`src/rtl/alu_arbiter.sv`:
```
// Round-robin arbiter sharing one combinational ALU between two requesters.
// One op in flight: accept in IDLE, drive ALU in EXEC, hold response in RESP.
module alu_arbiter #(
  parameter int unsigned WIDTH = 32
) (
  input  logic             clk,
  input  logic             rst_n,
  input  logic             req0_valid,
  output logic             req0_ready,
  input  logic [2:0]       req0_ctrl,
  input  logic [WIDTH-1:0] req0_a,
  input  logic [WIDTH-1:0] req0_b,
  input  logic             req1_valid,
  output logic             req1_ready,
  input  logic [2:0]       req1_ctrl,
  input  logic [WIDTH-1:0] req1_a,
  input  logic [WIDTH-1:0] req1_b,
  output logic             resp_valid,
  input  logic             resp_ready,
  output logic             resp_id,
  output logic [WIDTH-1:0] resp_result,
  output logic             resp_zero,
  output logic             resp_cout,
  output logic             resp_err,
  output logic [2:0]       alu_ctrl,
  output logic [WIDTH-1:0] alu_a,
  output logic [WIDTH-1:0] alu_b,
  input  logic [WIDTH-1:0] alu_result,
  input  logic             alu_zero,
  input  logic             alu_cout
);

  typedef enum logic [1:0] {StIdle, StExec, StResp} state_e;

  state_e           state_q, state_d;
  logic             ptr_q, ptr_d;
  logic [2:0]       op_ctrl_q, op_ctrl_d;
  logic [WIDTH-1:0] op_a_q, op_a_d;
  logic [WIDTH-1:0] op_b_q, op_b_d;
  logic             op_id_q, op_id_d;
  logic [WIDTH-1:0] res_q, res_d;
  logic             zero_q, zero_d;
  logic             cout_q, cout_d;
  logic             err_q, err_d;

  logic grant0, grant1, op_err;

  // Gated by rst_n so readys read 0 for the whole time reset is held.
  always_comb begin
    grant0 = 1'b0;
    grant1 = 1'b0;
    if (state_q == StIdle && rst_n) begin
      if (req0_valid && (!req1_valid || !ptr_q)) begin
        grant0 = 1'b1;
      end else if (req1_valid) begin
        grant1 = 1'b1;
      end
    end
  end

  assign op_err = (op_ctrl_q == 3'b011) || (op_ctrl_q == 3'b100) || (op_ctrl_q == 3'b101);

  always_comb begin
    state_d   = state_q;
    ptr_d     = ptr_q;
    op_ctrl_d = op_ctrl_q;
    op_a_d    = op_a_q;
    op_b_d    = op_b_q;
    op_id_d   = op_id_q;
    res_d     = res_q;
    zero_d    = zero_q;
    cout_d    = cout_q;
    err_d     = err_q;
    unique case (state_q)
      StIdle: begin
        if (grant0 || grant1) begin
          op_ctrl_d = grant1 ? req1_ctrl : req0_ctrl;
          op_a_d    = grant1 ? req1_a : req0_a;
          op_b_d    = grant1 ? req1_b : req0_b;
          op_id_d   = grant1;
          ptr_d     = ~grant1;
          state_d   = StExec;
        end
      end
      StExec: begin
        res_d   = op_err ? '0 : alu_result;
        zero_d  = op_err ? 1'b0 : alu_zero;
        cout_d  = op_err ? 1'b0 : alu_cout;
        err_d   = op_err;
        state_d = StResp;
      end
      StResp: begin
        if (resp_ready) state_d = StIdle;
      end
      default: state_d = StIdle;
    endcase
  end

  always_ff @(posedge clk or negedge rst_n) begin
    if (!rst_n) begin
      state_q   <= StIdle;
      ptr_q     <= 1'b0;
      op_ctrl_q <= '0;
      op_a_q    <= '0;
      op_b_q    <= '0;
      op_id_q   <= 1'b0;
      res_q     <= '0;
      zero_q    <= 1'b0;
      cout_q    <= 1'b0;
      err_q     <= 1'b0;
    end else begin
      state_q   <= state_d;
      ptr_q     <= ptr_d;
      op_ctrl_q <= op_ctrl_d;
      op_a_q    <= op_a_d;
      op_b_q    <= op_b_d;
      op_id_q   <= op_id_d;
      res_q     <= res_d;
      zero_q    <= zero_d;
      cout_q    <= cout_d;
      err_q     <= err_d;
    end
  end

  assign req0_ready  = grant0;
  assign req1_ready  = grant1;
  assign resp_valid  = (state_q == StResp);
  assign resp_id     = op_id_q;
  assign resp_result = res_q;
  assign resp_zero   = zero_q;
  assign resp_cout   = cout_q;
  assign resp_err    = err_q;
  assign alu_ctrl    = (state_q == StExec) ? op_ctrl_q : 3'b000;
  assign alu_a       = (state_q == StExec) ? op_a_q : '0;
  assign alu_b       = (state_q == StExec) ? op_b_q : '0;

endmodule

```
`config.mk`:
```
export PLATFORM = sky130hd
export DESIGN_NAME = alu_arbiter
export DESIGN_NICKNAME = d
export VERILOG_FILES = /design/src/rtl/alu_arbiter.sv
export SDC_FILE = /design/constraint.sdc
export NUM_CORES = 1
export LEC_CHECK = 0
export CAP_MARGIN = 20
export CORE_MARGIN = 2
export CORE_UTILIZATION = 35
export DETAILED_ROUTE_END_ITERATION = 8
export PLACE_DENSITY = 0.69
export SYNTH_ARGS = -nofsm -noshare
export SYNTH_HDL_FRONTEND = slang
export SYNTH_SLANG_ARGS = --single-unit
```
`constraint.sdc`:
```
create_clock -name clk -period 2.3 [get_ports clk]
set_input_delay 0.23 -clock clk [delete_from_list [all_inputs] [get_ports clk]]
set_output_delay 0.23 -clock clk [all_outputs]
set_load 0.01 [all_outputs]
```
=== Word level (Yosys, flattened, before mapping) ===
Index checks and enable logic that the tools add are counted.

* Register bits after elaboration: 106
* Bits in latches: 0
* Bits in writable memories: 0
* Memory bits (read-only): 0
* Output and inout bits: 106
* Logic and storage cells: 46
* Memories: 0

* Add/subtract/negate cells: 0
* $mul: 0
* Div/mod/pow operators: 0
* $lt $le $gt $ge: 0
* Equal/unequal tests: 7
* Shifts and indexed selects: 0
* Muxes and demuxes: 17
* Bitwise gates (word level): 1
* Reduce and logical (&&, ||, !) cells: 11

{| class="wikitable"
|+ Operators by type and width
! operator !! number
|-
| $mux W32 || 5
|-
| $mux W1 || 7
|-
| $eq A3 B3 Y1 const B || 2
|-
| $mux W3 || 2
|-
| $pmux W2 S3 || 1
|-
| $logic_or A1 B1 Y1 || 4
|-
| $mux W2 || 2
|-
| $ne A2 B1 Y1 const B || 2
|-
| $reduce_and A2 Y1 || 2
|-
| $eq A3 B2 Y1 const B || 1
|-
| $eq A2 B1 Y1 const B || 1
|-
| $eq A2 B2 Y1 const B || 1
|-
| $logic_and A1 B1 Y1 || 2
|-
| $logic_not A1 Y1 || 2
|-
| $logic_not A2 Y1 || 1
|-
| $not A1 Y1 || 1
|}

=== Longest topological paths before layout ===
* Depth after elaboration: 8
* Gate-level depth with buffers: 8
* Gate-level depth less buffers: 4

=== Worst setup path after synthesis ===
Ideal clock, no wire load.

* Path type: register to output
* Start point: register state_q[1]
* End point: output port req1_ready
* Arrival: 1.365 ns
* Required time: 2.070 ns
* Path slack: 0.705 ns
* Stages on the path, launching flop included: 5
* Buffers on the path: 2
* Cells stage by stage: dfrtp_1 > or3b_1 > buf_2 > buf_6 > nor3_1

* Cells in the longest elaborated chain, start to end: 3

{| class="wikitable"
|+ Ends and longest elaborated chain
! item !! line !! source
|-
| start, declared || 35 || <nowiki>state_e state_q, state_d;</nowiki>
|-
| start signal, assigned || 101 || <nowiki>state_q <= StIdle;</nowiki>
|-
| start signal, assigned || 112 || <nowiki>state_q <= state_d;</nowiki>
|-
| $logic_not A2 Y1 || 52 || <nowiki>if (state_q == StIdle && rst_n) begin</nowiki>
|-
| $logic_and A1 B1 Y1 || 52 ||
|-
| $mux W1 || 52 ||
|-
| end, declared || 14 || <nowiki>output logic req1_ready,</nowiki>
|}

No other way between the ends.

=== Final worst setup path ===
* Start point: register state_q[0]
* End point: output port alu_a[21]

* Cells in the longest elaborated chain, start to end: 2

{| class="wikitable"
|+ Ends and longest elaborated chain
! item !! line !! source
|-
| $eq A2 B1 Y1 || 134 || <nowiki>assign alu_a = (state_q == StExec) ? op_a_q : '0;</nowiki>
|-
| $mux W32 || 134 ||
|-
| end, declared || 26 || <nowiki>output logic [WIDTH-1:0] alu_a,</nowiki>
|}

No other way between the ends.

==> run summary <==
Antenna violations before repair -> 0
Largest net degree at the start of global routing -> 72
Row count -> 46
Synth Cell Area -> 5670 um2
Worst-path fanout max -> 47
Residual DRC -> 0
Syn Area/Cell -> 9.75 um2
Yosys Warn Count -> 0
CTS Root Cell -> clkbuf_16
Dpl cells -> 1010
Core box area -> 15800 um2
Synth area leader -> dfrtp_1
Status -> complete, no violations
Die area -> 17200 um2
Worst hold path type -> input pin to asynchronous set/reset pin
DR iter-0 viols -> 533
Top post-synthesis cells by area -> dfrtp_1 (47%), a31oi_1 (7.5%), and2_1 (7.4%)
Yosys reg bits -> 106
DR vias/cell -> 5.78
CP Class -> flip-flop to output pin
Vias in the first global route -> 5942
Rel. slew slack -> 39.2%
Worst slew pin tran -> 0.912 ns
Hold slack -> 0.234 ns
CTS tree -> yes
Final Instance Count excl. Fillers -> 1027
GRT overflow -> 0
Vias -> 5934
Routed len/inst -> 20.1 um
Number of fill cells in the layout -> 1389
Tot GR Track Use -> 23.9%
DRT Pass-1 Iters -> 5
Clock transition at path regs -> 0.08 ns
Worst-Skew Late Latency -> 0.35 ns
Achievable Freq -> 449 MHz
Remaining antenna violation count -> 0
Pwr Density -> 982 nW/um2
Count of different cell masters after synthesis -> 26
Final Util -> 56.0%
Period Utilization, post-route -> 96.8%
Lkg Pwr -> 0.00331 uW
Syn_nets -> 754
Initial core utilization -> 35.8%
Num CTS Buffers -> 9
First-pass GRT wire length -> 33400 um
Mapped Cells -> 581
Clock sink count -> 106
Fin nets -> 979
# setup viols final -> 0
Crit start category -> flip-flop
Sequential share of the synthesized area -> 46.8%
Clk_skew -> 0.00755 ns
RSZ-0062 raised after global routing -> no
Req. time, crit path -> 2.07 ns
H-tree levels -> 3
CTS Buffer Depth -> 2
Share of cells above drive strength 1 -> 8.01%
DP HPWL -> 13700 um
I/O Buffers -> 278
Routed WL -> 20700 um
Die height -> 131 um
Final Hold Viols -> 0
Worst VDD drop -> 0.471 mV
Worst setup EP type -> output pin
RePlAce Congestion -> 0.852
Die W -> 131 um
Io pins -> 279
Final setup TNS -> 0 ns
Worst Path Arrival -> 2.00 ns
Max cap viols -> 0
Area growth syn-to-layout -> 56.4%
Final min period -> 2.23 ns
Area share of the largest cell type after synthesis -> 46.8%
N_diodes -> 0
Max Slew Vio Count -> 0
## flip-flops by register name (all words and copies together) (netlist names)
name         count
op_a_q          32
op_b_q          32
resp_result     32
op_ctrl_q        3
state_q          2
ptr_q            1
resp_cout        1
resp_err         1
resp_id          1
resp_zero        1
## cell usage in the layout (no fill, tap or decap), drive strengths merged, types with 2 or more instances in the layout
cell             n
a21oi           69
clkdlybuf4s50  275
nand2            2
a22o            34
buf             19
a31oi           68
nor2             2
and2            67
clkinv           2
nor2b            3
inv              6
clkbuf           9
nor3             2
nand4           67
o31ai           67
dfrtp          106
nand2b           3
## synthesized netlist by cell type
library cell  number
dfrtp_1          106
a21oi_1           69
a31oi_1           68
and2_1            67
nand4_1           67
o31ai_1           47
clkbuf_1          42
buf_2             35
a22o_1            34
o31ai_2           20
buf_6              3
nand2b_1           3
nor2b_1            3
buf_1              2
inv_2              2
nand2_1            2
nor2_1             2
a21o_1             1
and3b_1            1
inv_1              1
nor3_1             1
nor3_4             1
nor3b_1            1
o21ai_0            1
or2_0              1
or3b_1             1
## area by class of cell
type | instances | area [um2] | area share [%]
Sequential cell | 106 | 2650 | 29.9
Multi-Input combinational cell | 390 | 2660 | 30.1
Clock inverter | 7 | 86.3 | 0.974
Inverter | 3 | 11.3 | 0.127
Timing Repair Buffer | 296 | 2950 | 33.3
Clock buffer | 9 | 225 | 2.54
Tap cell | 216 | 270 | 3.05
## worst paths after layout
check	startpoint	to	slack [ns]	cells after the start
min in group clk	req1_valid	resp_id$_DFFE_PN0P_	0.31	4
max in group asynchronous	rst_n	resp_cout$_DFFE_PN0N_	0.50	4
worst min register to register	resp_id$_DFFE_PN0P_	resp_id$_DFFE_PN0P_	0.49	1
worst max-delay path	state_q[0]$_DFFE_PN0P_	alu_a[21]	0.07	4
worst min-delay path	rst_n	ptr_q$_DFFE_PN0P_	0.23	2
worst max register to register	state_q[1]$_DFFE_PN0P_	op_a_q[13]$_DFFE_PN0P_	0.33	4
## metal layers
metal	up-vias	GRT usage (%)	share of wire (%)	wire length, um
li1	2683	-	-	-
met5	-	0	0	0
met1	2935	31.8	41	8550
met2	279	38.8	48	9970
met4	0	8.33	2.6	546
met3	37	5.02	7.8	1600
## through the flow
step,setup slack (ns),power (uW),cell area [um2]
final,0.0731,8700,8860
after global routing,0.00512,9230,8860
after CTS,0.0799,8740,8850
after detailed placement,0.237,7100,8530
after global placement,0.348,6980,8530
after floorplan,0.705,5100,5670
## what timing repair did
item | in CTS | in global routing
endpoints found under the hold margin | 6 | 0
hold buffers | 1 | 0
gates cloned | 0 | 0
setup endpoints to repair | 1 | 1
setup buffers | 0 | 0
resized for setup | 2 | 2
## critical path, stage by stage (launching register included)
cell	delay (ns)
dfrtp_1	0.44
nor2b_4	0.23
buf_12	0.21
and2_1	0.15
clkdlybuf4s50_1	0.57
## kinds of logic (layout without fill, tap and decap cells)
logic type,after synthesis,after routing,synth area share [%]
compound gates,240,240,29.7
buf+inv,85,315,6.80
flops,106,106,46.8
simple gates,150,150,16.7
## report_power, final
| group | internal, uW | leakage [uW] | switching, uW |
|---|---|---|---|
| Combinational | 2030 | 0.00192 | 1890 |
| Clock | 868 | 0.000150 | 743 |
| Sequential | 2710 | 0.00123 | 463 |
Power figures use the tool's default switching activity.
